--- src/rtl/y_ctrl_pkg.sv ---
// Shared constants, state encoding and decode bundle for the y_ctrl sequencer.
package y_ctrl_pkg;
  localparam logic [5:0] OP_RTYPE = 6'h00;
  localparam logic [5:0] OP_ADDI  = 6'h08;
  localparam logic [5:0] OP_LW    = 6'h23;
  localparam logic [5:0] OP_SW    = 6'h2b;
  localparam logic [5:0] OP_BEQ   = 6'h04;
  localparam logic [5:0] OP_J     = 6'h02;

  localparam logic [5:0] FN_AND = 6'h24;
  localparam logic [5:0] FN_OR  = 6'h25;
  localparam logic [5:0] FN_ADD = 6'h20;
  localparam logic [5:0] FN_SUB = 6'h22;
  localparam logic [5:0] FN_SLT = 6'h2a;

  localparam logic [2:0] ALU_AND = 3'b000;
  localparam logic [2:0] ALU_OR  = 3'b001;
  localparam logic [2:0] ALU_ADD = 3'b010;
  localparam logic [2:0] ALU_SUB = 3'b110;
  localparam logic [2:0] ALU_SLT = 3'b111;

  typedef enum logic [2:0] {
    S_IDLE, S_FETCH, S_DECODE, S_EXEC, S_MEM, S_WB, S_HALT
  } state_t;

  // R-type and addi share the EXEC->WB path, so one class covers both
  typedef enum logic [2:0] {C_ALU, C_LW, C_SW, C_BEQ, C_J} iclass_t;

  typedef struct packed {
    logic       reg_dst;
    logic       alu_src;
    logic       mem_read;
    logic       mem_write;
    logic       mem2reg;
    logic       reg_write;
    logic [2:0] op;
    iclass_t    cls;
    logic       illegal;
  } dec_t;
endpackage

--- src/rtl/y_ctrl_decode.sv ---
// Combinational IR decode; the sequencer applies all state gating.
module y_ctrl_decode
  import y_ctrl_pkg::*;
(
  input  logic [31:0] ir,
  output dec_t        dec
);
  logic unused_ir;
  assign unused_ir = ^ir[25:6];

  always_comb begin
    dec     = '0;
    dec.op  = ALU_ADD;
    dec.cls = C_ALU;
    case (ir[31:26])
      OP_RTYPE: begin
        dec.reg_dst   = 1'b1;
        dec.reg_write = 1'b1;
        case (ir[5:0])
          FN_AND:  dec.op = ALU_AND;
          FN_OR:   dec.op = ALU_OR;
          FN_ADD:  dec.op = ALU_ADD;
          FN_SUB:  dec.op = ALU_SUB;
          FN_SLT:  dec.op = ALU_SLT;
          default: begin
            dec         = '0;
            dec.op      = ALU_ADD;
            dec.illegal = 1'b1;
          end
        endcase
      end
      OP_ADDI: begin
        dec.alu_src   = 1'b1;
        dec.reg_write = 1'b1;
      end
      OP_LW: begin
        dec.alu_src   = 1'b1;
        dec.mem_read  = 1'b1;
        dec.mem2reg   = 1'b1;
        dec.reg_write = 1'b1;
        dec.cls       = C_LW;
      end
      OP_SW: begin
        dec.alu_src   = 1'b1;
        dec.mem_write = 1'b1;
        dec.cls       = C_SW;
      end
      OP_BEQ: begin
        dec.op  = ALU_SUB;
        dec.cls = C_BEQ;
      end
      OP_J:    dec.cls = C_J;
      default: dec.illegal = 1'b1;
    endcase
  end
endmodule

--- src/rtl/y_ctrl_seq.sv ---
// Multi-cycle FETCH/DECODE/EXEC/MEM/WB sequencer owning the PC and retire count.
module y_ctrl_seq
  import y_ctrl_pkg::*;
#(
  parameter logic [31:0] RESET_PC  = 32'h80,
  parameter int          MAX_INSNS = 43
) (
  input  logic        clk,
  input  logic        reset,
  input  logic        start,
  input  logic [31:0] ins,
  input  logic [31:0] PCp4,
  input  logic [31:0] imm,
  input  logic [25:0] jTarget,
  input  logic        zero,
  output logic [31:0] PCin,
  output logic        RegDst,
  output logic        ALUSrc,
  output logic        MemRead,
  output logic        Mem2Reg,
  output logic        RegWrite,
  output logic        MemWrite,
  output logic [2:0]  op,
  output logic        busy,
  output logic        halted,
  output logic        illegal,
  output logic [15:0] icount
);
  state_t      state, state_nxt;
  logic [31:0] ir, pc_nxt;
  logic [15:0] cnt_inc;
  logic        last, active;
  dec_t        dec;

  y_ctrl_decode u_dec (.ir(ir), .dec(dec));

  always_ff @(posedge clk or posedge reset)
    if (reset) state <= S_IDLE;
    else       state <= state_nxt;

  // last marks the final state of the instruction; the edge leaving it retires
  always_comb begin
    state_nxt = state;
    last      = 1'b0;
    cnt_inc   = (icount == 16'hFFFF) ? icount : icount + 16'd1;
    case (state)
      S_IDLE:   if (start) state_nxt = S_FETCH;
      S_FETCH:  state_nxt = S_DECODE;
      S_DECODE: state_nxt = dec.illegal ? S_HALT : S_EXEC;
      S_EXEC: begin
        case (dec.cls)
          C_ALU:       state_nxt = S_WB;
          C_LW, C_SW:  state_nxt = S_MEM;
          default:     last = 1'b1;
        endcase
      end
      S_MEM: begin
        if (dec.cls == C_SW) last = 1'b1;
        else                 state_nxt = S_WB;
      end
      S_WB:    last = 1'b1;
      default: state_nxt = S_HALT;
    endcase
    if (last) state_nxt = (cnt_inc == 16'(MAX_INSNS)) ? S_HALT : S_FETCH;
  end

  always_comb begin
    pc_nxt = PCp4;
    if (dec.cls == C_BEQ && zero) pc_nxt = PCp4 + (imm << 2);
    else if (dec.cls == C_J)      pc_nxt = {4'b0000, jTarget, 2'b00};
  end

  always_ff @(posedge clk or posedge reset)
    if (reset) begin
      ir      <= '0;
      PCin    <= RESET_PC;
      icount  <= '0;
      illegal <= 1'b0;
    end else begin
      if (state == S_FETCH) ir <= ins;
      if (last) begin
        PCin   <= pc_nxt;
        icount <= cnt_inc;
      end
      if (state == S_DECODE && dec.illegal) illegal <= 1'b1;
    end

  always_comb begin
    active   = state inside {S_DECODE, S_EXEC, S_MEM, S_WB};
    busy     = active || state == S_FETCH;
    halted   = state == S_HALT;
    RegDst   = active && dec.reg_dst;
    ALUSrc   = active && dec.alu_src;
    Mem2Reg  = active && dec.mem2reg;
    op       = active ? dec.op : ALU_ADD;
    MemRead  = state == S_MEM && dec.mem_read;
    MemWrite = state == S_MEM && dec.mem_write;
    RegWrite = state == S_WB && dec.reg_write;
  end
endmodule
--- config.mk ---
export PLATFORM = sky130hd
export DESIGN_NAME = y_ctrl_seq
export DESIGN_NICKNAME = d
export VERILOG_FILES = /design/src/rtl/y_ctrl_pkg.sv /design/src/rtl/y_ctrl_decode.sv /design/src/rtl/y_ctrl_seq.sv
export SDC_FILE = /design/constraint.sdc
export NUM_CORES = 1
export LEC_CHECK = 0
export BUFFER_PORTS_ARGS = -buffer_cell sky130_fd_sc_hd__buf_4
export CORE_ASPECT_RATIO = 1.5
export CORE_MARGIN = 4
export CORE_UTILIZATION = 45
export DETAILED_ROUTE_END_ITERATION = 10
export PLACE_DENSITY = 0.74
export SETUP_SLACK_MARGIN = 0.1
export SLEW_MARGIN = 20
export SYNTH_ARGS = -nofsm -noshare
export SYNTH_HDL_FRONTEND = slang
export SYNTH_SLANG_ARGS = --single-unit
--- constraint.sdc ---
create_clock -name clk -period 3.8 [get_ports clk]
set_clock_uncertainty 0.1 [all_clocks]
set_input_delay 0.95 -clock clk [delete_from_list [all_inputs] [get_ports clk]]
set_output_delay 0.95 -clock clk [all_outputs]
set_load 0.05 [all_outputs]
==> results of run 1 <==
power groups by stage:
stage	clock network, mW	logic, mW	registers (mW)
floorplan	0	1.15	1.81
global placement	0	2.40	1.24
detailed placement	0	2.44	1.25
CTS	0.859	2.45	1.24
global route	0.888	2.63	1.29
finish	0.845	2.43	1.25
routing by layer:
metal,wire length [um],vias up,global-route usage (%),share of wire (%)
li1,-,2563,-,-
met1,6007,2489,28.10,38
met5,0,-,0,0
met4,469,0,10.67,3.0
met3,944,37,3.716,6.0
met2,8435,196,44.59,53
state kept, by name, indices dropped and copies added, names as in the netlist:
name,count
PCin,32
icount,16
ir,12
state,3
illegal,1
placed cells by master (no fill, tap or decap), types with 3 or more instances in the layout:
master	count
ha_1	30
xnor2_1	26
o21bai_1	3
inv_1	17
a21o_1	17
buf_4	171
o21ai_0	32
a21oi_1	81
nor4_1	3
nor2b_1	4
clkbuf_16	9
and3_1	10
o211ai_1	3
nand4_1	18
nor2_1	38
nand2_1	98
nand2b_1	5
a31oi_1	13
xor2_1	12
o22ai_1	4
and2_1	4
o31ai_1	5
a211oi_1	3
nor3_1	13
nand3_1	26
o21a_1	3
dfrtp_1	63
mux2_2	11
cells in the mapped netlist, drive strengths merged, types with 3 or more instances:
master | count | area (sq um)
a211oi | 3 | 22.52
a21o | 17 | 127.6
nand2b | 5 | 31.28
a31oi | 13 | 81.33
xnor2 | 26 | 227.7
o21bai | 3 | 22.52
nor4b | 3 | 26.28
nand3 | 28 | 157.7
inv | 18 | 67.56
nor2 | 40 | 155.1
nand2 | 99 | 379.1
nor2b | 4 | 25.02
o31ai | 6 | 58.81
nor4 | 5 | 37.53
a21oi | 82 | 414.2
mux2 | 11 | 123.9
or3 | 4 | 35.03
buf | 15 | 77.57
o21ai | 35 | 178.9
o21a | 3 | 22.52
o41ai | 3 | 41.29
dfrtp | 63 | 1577
o211ai | 3 | 22.52
xor2 | 12 | 105.1
clkbuf | 17 | 63.81
and3 | 10 | 62.56
o22ai | 4 | 25.02
nand4 | 19 | 125.1
and2 | 4 | 25.02
nor3 | 16 | 101.4
ha | 30 | 375.4
stage by stage:
stage | setup slack, ps | total power [mW] | hold slack [ps]
floorplan | 437.0 | 2.959 | 403.0
global placement | 250.0 | 3.639 | 348.3
detailed placement | 214.9 | 3.690 | 360.0
CTS | 392.7 | 4.551 | 373.3
global route | 230.2 | 4.806 | 391.8
finish | 399.3 | 4.525 | 368.5
worst max-delay path: stages, from the launching register on:
cell	delay (ps)
dfrtp_1	450
inv_1	120
nor2_1	270
nor2_1	120
or3_1	380
nor4_1	290
nor2b_1	180
buf_4	210
path summary, 6_finish.rpt:
kind | cells after the start | to | slack (ps) | from
max | 7 | op[0] | 400 | state[1]
min | 2 | illegal | 370 | illegal
max reg2reg | 8 | icount[11] | 1150 | ir[26]
min reg2reg | 2 | illegal | 370 | illegal
max in group asynchronous | 3 | PCin[22] | 2080 | reset
min in group asynchronous | 2 | state[0] | 550 | reset
area by class of cell:
cell class	instances	area, sq um
fillers	1002	4307
multi-input cells	513	3252
flip-flops and latches	64	1603
repair buffers	171	1284
clock buffers	13	260.3
well taps	147	183.9
inverters	18	67.56
clock inverters	3	40.04
cells by family (layout without fill, tap and decap cells):
| logic type | count (synthesis) | after routing | share of synthesized area [%] |
|---|---|---|---|
| DFF | 64 | 64 | 31.73 |
| and+or+nand+nor | 245 | 245 | 24.28 |
| AOI/OAI and AO/OA | 187 | 187 | 22.79 |
| adders and majority gates | 31 | 31 | 7.828 |
| buffers and inverters | 50 | 205 | 4.137 |
| muxes | 12 | 12 | 2.651 |
| xor gates and xnor gates | 38 | 38 | 6.589 |
==> flow_summary.toml, run 1 <==
[place]
placed_area_sq_um = 6390
io_buffers = 163
gp_congestion = 0.9266
dp_hpwl_mm = 12.04
dp_cells = 913

[pwr]
p_switching_mw = 2.174
p_leak_nw = 3.135
ir_worst_vdd_mv = 0.3817
pwr_density_cell_nw_per_um2 = 676.4
p_seq_share_pct = 27.5
p_sw_share_pct = 48.03
internal_power_mw = 2.352
pwr-share-comb_pct = 53.8
power.share.clock_pct = 18.7

[logic_synthesis]
synth_fp_nets = 784
yosys_warnings = 0
synthFlopType = "dfrtp_1"
synth_cell_types = 68
synth_seq_cells = 64
netlist_instances = 627
synth_edf_count = 0
syn_area_sq_um = 5051
ys_async_sr_fraction_pct = 100.0
syn_avg_cell_area_sq_um = 8.056
seq_area_frac_synth_pct = 31.73

[routing]
first_iter_violations = 214
vias_per_cell = 5.689
drt_pass1_iterations = 5
ant_nets = 0
postRouteWirelength_mm = 15.86
post_drt_wl_per_cell_um = 17.07
vias = 5285
drc = 0

[flow_run]
cap_violations = 0

[clock_network]
holdBufCountCts = 0
cts-root-buf = "clkbuf_16"
clk_pin_slew_worst_paths_ps = 50
cts_tree = "built"
post_cts_buffers = 0
clk_latency_ps = 340
clockBufferDepth = 2
cts_htree_levels = 3
postCtsResizedCells = 0
clkSinkCount = 64
cts_buffers = 9

[sta]
worstMarginPinSlew_ps = 828.9
final_hold_viol_count = 0
slew_violations = 0
post-route-period-util_pct = 89.49
rsz0062_at_grt = "no"
fmax_ghz = 0.2941
setup_viol = 0
setup-tns-final_ps = 0
min_period_ps = 3401
slew_headroom_pct = 44.74

[worst_setup_path]
cp_max_fo = 8
cp.arrival_ps = 2350
worst_setup_path_start_kind = "flip-flop"
end_kind = "output port"
crit_required_ps = 2750
path_class = "flip-flop to output port"

[floorplan]
ioPinCount = 186
fp-row-count = 47
core-area_sq_um = 11000
die_h_um = 137.8
design.die.area_sq_um = 13020
die_x_um = 94.51
start_util_pct = 45.93

[grt]
grt_pass1_vias = 5212
grt_antenna_before_repair = 0
grt_max_degree = 45
overflow = 0
grt_usage_pct = 24.52
grt_first_pass_wirelength_mm = 24.86

[final_layout]
fin_nets = 934
antennaDiodeCount = 0
finish.utilization_pct = 60.84
instances_no_fill = 929
syn_to_final_growth_pct = 32.45
final_cell_area_sq_um = 6690
drive_gt1_share_pct = 27.88

[hold_path]
hold_path.class = "flip-flop to flip-flop"

[run_status]
status = "finished, final reports clean"
Note: power is estimated with default switching activity, not from simulation.
==> run 2, diff against run 1 <==
--- a/config.mk
+++ b/config.mk
@@ -10,9 +10,8 @@
 export CORE_MARGIN = 4
 export CORE_UTILIZATION = 45
 export DETAILED_ROUTE_END_ITERATION = 10
-export PLACE_DENSITY = 0.74
+export PLACE_DENSITY = 0.77
 export SETUP_SLACK_MARGIN = 0.1
-export SLEW_MARGIN = 20
 export SYNTH_ARGS = -nofsm -noshare
 export SYNTH_HDL_FRONTEND = slang
 export SYNTH_SLANG_ARGS = --single-unit
==> constraint.sdc (replaced) <==
create_clock -name clk -period 2.8 [get_ports clk]
set_clock_uncertainty 0.1 [all_clocks]
set_input_delay 0.7 -clock clk [delete_from_list [all_inputs] [get_ports clk]]
set_output_delay 0.7 -clock clk [all_outputs]
set_load 0.05 [all_outputs]
==> run 2 against run 1 <==
The run now ends with negative setup slack left. Worst hold slack got worse by 9.6 ps. Count of clock-buffer cells in the layout decreased by 4. Sequential cell count unchanged. Clock power increased by 48%. Global-route usage increased by 0.25 points. Non-clock buffer count increased by 62. Highest routed layer unchanged. Sequential share of layout area decreased by 2.1 points. Wire length increased by 3.6%. Total power increased by 45%. Critical path type unchanged. Setup slack got worse by 420 ps. Critical path depth decreased by 2. Utilization increased by 6.1 points.
==> flow_summary.toml, run 2 (synthesized netlist as in run 1, its figures left out) <==
[floorplan]
die_x_um = 94.51
core-area_sq_um = 11000
fp-row-count = 47
start_util_pct = 45.93
die_h_um = 137.8
design.die.area_sq_um = 13020
ioPinCount = 186

[final_layout]
multi_input_area_sq_um = 3395
final_common_cell = "buf_4"
final_cell_area_sq_um = 7357
largestRegisters = "PCin x32, icount x16, ir x12"
fin_nets = 996
num-fill-cells = 911
largest_register_ff_count = 32
final_cell_mix = "buf_4 (226), nand2_1 (98), a21oi_1 (79)"
drive_gt1_share_pct = 36.14
finish.utilization_pct = 66.90
regMostFlops = "PCin"
antennaDiodeCount = 0
syn_to_final_growth_pct = 45.65
seqCellArea_sq_um = 1607

[grt]
grt_use_met3_pct = 2.568
use_met1_pct = 27.98
grt_use_met2_pct = 44.67
overflow = 0
grt_antenna_before_repair = 0
grt.busiest_layer = "met2"
grt_pass1_vias = 5450
grt_usage_pct = 24.77
grt_first_pass_wirelength_mm = 25.31
grt_max_degree = 34

[sta]
final_hold_viol_count = 0
rsz0062_at_grt = "yes"
slew_violations = 0
setup_viol = 1
fmax_ghz = 0.3544
fin_ws_ps = -21.60
worstMarginPinSlew_ps = 768.1
min_period_ps = 2822
slew_headroom_pct = 48.65
post-route-period-util_pct = 100.8
holdWs_ps = 358.9

[place]
placed_area_sq_um = 6845
pre_cts_ws_ps = -294.4
dp_hpwl_mm = 12.57
gp_congestion = 0.9067
io_buffers = 163

[routing]
ant_nets = 0
postRouteWirelength_mm = 16.43
vias_per_cell = 5.637
drt_pass1_iterations = 5
first_iter_violations = 230
post_drt_wl_per_cell_um = 16.58
drc = 0
vias = 5586

[worst_setup_path]
cp_cell_sequence = "or3_4, or3_4, buf_6, nor4b_4, buf_6"
critPathMaxStageDelay_ps = 390
worst_setup_path_start_kind = "flip-flop"
cp.arrival_ps = 2020
slowest_stage = "or3_4"
end_kind = "output port"
cp_max_fo = 2
crit_required_ps = 2000
path_class = "flip-flop to output port"

[pwr]
pwr_density_cell_nw_per_um2 = 894.5
p_leak_nw = 3.487
p_total_mw = 6.581
ir_worst_vdd_mv = 0.4176

[clock_network]
cts_buffers = 9
clockBufferDepth = 2
clk_pin_slew_worst_paths_ps = 60
clkSinkCount = 64
cts_htree_levels = 3
cts-root-buf = "clkbuf_16"
cts_tree = "built"
clk_latency_ps = 340
holdBufCountCts = 0

[flow_run]
cap_violations = 0

[run_status]
violations = "negative setup slack"
status = "complete, but fails checks"

[hold_path]
hold_path.class = "primary input to asynchronous set/reset pin"
run 2: changes by cell type in the layout (fill, tap and decap cells not counted), moves of 3 or more:
cell,change
buf_6,+7
buf_4,+55
clkinv_4,+3
dfrtp_2,+3
dfrtp_1,-3
run 2: area by class of cell:
cell class / count / area share [%]
inverters: 18 / 0.9184
multi-input cells: 513 / 46.14
clock buffers: 9 / 3.061
flip-flops and latches: 64 / 21.84
clock inverters: 7 / 1.412
repair buffers: 233 / 24.13
well taps: 147 / 2.500
run 2: power by group:
group          switching [mW]  total (mW)  internal, mW  leakage [nW]
Combinational            2.31        3.63          1.32          2.56
Sequential              0.383        1.70          1.32         0.769
Clock                   0.458        1.25         0.790         0.161
run 2: timing repair:
| item | CTS | global route |
|---|---|---|
| buffers inserted | 5 | 1 |
| hold endpoints to repair | 0 | 0 |
| pin swaps | 4 | 6 |
| endpoints found under the setup margin | 8 | 16 |
| gates resized for setup | 15 | 15 |
run 2: metal layers:
layer / share of wire [%] / vias up
met1: 37 / 2657
met2: 53 / 196
met4: 3.9 / 0
met3: 5.2 / 39
li1: - / 2694
met5: 0 / -
run 2: critical path: cells and delay by family (launching register included):
| kind | cells | cell delay (ps) |
|---|---|---|
| and+or+nand+nor | 3 | 960 |
| DFF | 1 | 380 |
| buffers and inverters | 2 | 330 |
run 2: path summary, 6_finish.rpt:
kind	cells past startpoint	to	startpoint	slack, ps
worst max-delay path	5	RegDst	ir[31]	-20
worst min-delay path	2	state[0]	reset	360
worst max register to register	6	PCin[10]	ir[31]	240
worst min register to register	2	PCin[0]	PCin[0]	370
max in group asynchronous	3	ir[27]	reset	1470
min in group clk	2	PCin[0]	PCin[0]	370
run 2: stage by stage:
stage	cells	setup TNS, ps
after floorplan	627	-196.0
after global placement	969	-1888
after detailed placement	969	-2448
after CTS	990	-23.27
after global routing	991	-195.2
final	991	-21.60
==> run 3, diff against run 2 <==
--- a/config.mk
+++ b/config.mk
@@ -5,13 +5,15 @@
 export SDC_FILE = /design/constraint.sdc
 export NUM_CORES = 1
 export LEC_CHECK = 0
+export ABC_AREA = 1
 export BUFFER_PORTS_ARGS = -buffer_cell sky130_fd_sc_hd__buf_4
 export CORE_ASPECT_RATIO = 1.5
 export CORE_MARGIN = 4
 export CORE_UTILIZATION = 45
 export DETAILED_ROUTE_END_ITERATION = 10
-export PLACE_DENSITY = 0.77
+export PLACE_DENSITY = 0.75
 export SETUP_SLACK_MARGIN = 0.1
+export SLEW_MARGIN = 40
 export SYNTH_ARGS = -nofsm -noshare
 export SYNTH_HDL_FRONTEND = slang
 export SYNTH_SLANG_ARGS = --single-unit
==> run 3 against run 2 <==
The run now ends clean. Setup slack improved by 250 ps. Maximum frequency rose by 9.5%. Clock power fell by 6%. Critical path depth rose by 4. Utilization fell by 7.3 points. Synthesized cell count rose by 45%. First-iteration DRC count rose by 20%. Via count rose by 17%. Combinational power fell by 13%. Sequential power fell by 7%. Critical endpoint is now op[1]. Largest cell class unchanged. Largest power group unchanged.
==> flow_summary.toml, run 3 <==
[run_status]
status = "finished, final reports clean"

[logic_synthesis]
synth-simple-area-share_pct = 39.41
synth_top_family_by_area = "simple AND/OR/NAND/NOR gates"
synth-xor-area-share_pct = 1.378
synth-adder-area-share_pct = 6.912
synth_compound_area_share_pct = 13.82
synth_common_cells = "nand2_1 (267), nor2_1 (107), inv_1 (99)"
netlist_instances = 908
synth.area.mux_share_pct = 0.9843
syn_avg_cell_area_sq_um = 6.300
synth_fp_nets = 1065
synthFlopType = "dfrtp_1"
synth_seq_cells = 64
yosys_warnings = 0
synth_top_cell_by_area = "dfrtp_1"
yosysMostFrequentCell = "nand2_1"
synth_area_leaders = "dfrtp_1 (28%), nand2_1 (18%), nand3_1 (7.2%)"
ys_async_sr_fraction_pct = 100.0
synth_top_area_share_pct = 27.56
seq_area_frac_synth_pct = 28.02
synth_edf_count = 0
synth_cell_types = 42
syn_area_sq_um = 5720

[final_layout]
seqCellArea_sq_um = 1605
syn_to_final_growth_pct = 29.66
largest_register_ff_count = 32
multi_input_area_sq_um = 3605
final_cell_mix = "nand2_1 (266), buf_4 (170), nor2_1 (106)"
num-fill-cells = 1216
drive_gt1_share_pct = 21.83
final_cell_area_sq_um = 7417
largestRegisters = "PCin x32, icount x16, ir x12"
fin_nets = 1225
final_common_cell = "nand2_1"
antennaDiodeCount = 0
regMostFlops = "PCin"

[place]
gp_congestion = 0.9572
io_buffers = 163
placed_area_sq_um = 7074
dp_hpwl_mm = 15.05

[floorplan]
ioPinCount = 186
die_h_um = 146.1
die_x_um = 100.1
design.die.area_sq_um = 14620
start_util_pct = 45.95
core-area_sq_um = 12450
fp-row-count = 50

[sta]
slew_violations = 0
slew_headroom_pct = 63.16
final_hold_viol_count = 0
worstMarginPinSlew_ps = 551.8
post-route-period-util_pct = 92.00
setup_viol = 0
fmax_ghz = 0.3882
rsz0062_at_grt = "no"
min_period_ps = 2576

[routing]
post_drt_wl_per_cell_um = 15.55
ant_nets = 0
vias = 6517
postRouteWirelength_mm = 19.09
first_iter_violations = 276
vias_per_cell = 5.307
drt_pass1_iterations = 5
drc = 0

[flow_run]
cap_violations = 0

[worst_setup_path]
worst_setup_path_start_kind = "flip-flop"
end_kind = "output port"
crit_required_ps = 2000
cp.arrival_ps = 1780
path_class = "flip-flop to output port"
cp_max_fo = 5
reg2regPathDepth = 12

[clock_network]
clk_latency_ps = 330
holdBufCountCts = 0
cts_buffers = 9
cts-root-buf = "clkbuf_16"
cts_tree = "built"
cts_htree_levels = 3
clockBufferDepth = 2
clkSinkCount = 64
clk_pin_slew_worst_paths_ps = 60

[pwr]
p_leak_nw = 3.803
p_total_mw = 5.932
pwr_density_cell_nw_per_um2 = 799.8
ir_worst_vdd_mv = 0.4034

[grt]
grt_pass1_vias = 6345
overflow = 0
grt_first_pass_wirelength_mm = 30.66
grt_antenna_before_repair = 0
grt_max_degree = 65
grt_usage_pct = 26.25

[hold_path]
hold_path.class = "primary input to asynchronous set/reset pin"
-- run 3: path summary, 6_finish.rpt --
path,from,to,slack (ps)
max in group asynchronous,reset,PCin[7],1910
setup / recovery,state[0],op[1],220
hold / removal,reset,PCin[23],330
setup reg to reg,icount[0],state[2],370
min in group clk,illegal,illegal,370
hold reg to reg,illegal,illegal,370
-- run 3: per-layer routing --
| layer | share of wire [%] | vias up | GRT usage [%] | routed length, um |
|---|---|---|---|---|
| li1 | - | 3310 | - | - |
| met1 | 37 | 2943 | 29.01 | 7127 |
| met2 | 54 | 203 | 48.80 | 10270 |
| met3 | 4.0 | 61 | 2.772 | 766 |
| met4 | 4.9 | 0 | 12.74 | 926 |
| met5 | 0 | - | 0 | 0 |
-- run 3: report_power, final --
part,leakage (nW),total (mW),switching [mW],internal (mW)
logic,2.90,3.17,2.17,0.999
registers,0.754,1.58,0.282,1.30
clock network,0.148,1.18,0.422,0.758
total,3.80,5.93,2.87,3.06
-- run 3: what timing repair did --
action	CTS	global route
setup endpoints to repair	1	1
resized for setup	1	7
setup buffers	0	2
pin swaps	0	1
-- run 3: cells by family after synthesis --
family	Yosys count
AND/OR/NAND/NOR	524
AO/OA/AOI/OAI	147
buffers and inverters	128
flip-flops	64
adder cells (fa/ha/maj)	31
XOR/XNOR	9
multiplexers	5
-- run 3: stage by stage --
step / utilization [%] / worst slack, ps / instances / hold slack, ps / setup TNS (ps)
4_1_cts: 59.31 / 112.2 / 1226 / 357.0 / 0
2_1_floorplan: - / -138.9 / 908 / 380.2 / -138.9
6_report: 59.58 / 224.1 / 1228 / 333.6 / 0
3_5_place_dp: 56.82 / 44.13 / 1211 / 363.6 / 0
3_3_place_gp: 56.82 / 93.96 / 1211 / 355.5 / 0
5_1_grt: 59.58 / 87.15 / 1228 / 369.7 / 0
-- run 3: layout make-up --
| type | instances | share of cell area [%] |
|---|---|---|
| multi-input cells | 716 | 48.60 |
| flip-flops and latches | 64 | 21.64 |
| repair buffers | 172 | 17.63 |
| inverters | 105 | 5.348 |
| clock buffers | 13 | 3.644 |
| well taps | 156 | 2.632 |
| clock inverters | 2 | 0.5061 |
-- run 3: worst max-delay path, cell delays in order (launching register included) --
cell and delay, ps:
dfrtp_2 430, inv_2 60, o21ai_2 130, o21ai_2 80, nand2_2 90, inv_2 50, nor2_2 110, nand4_1 140
buf_4 180, buf_4 180
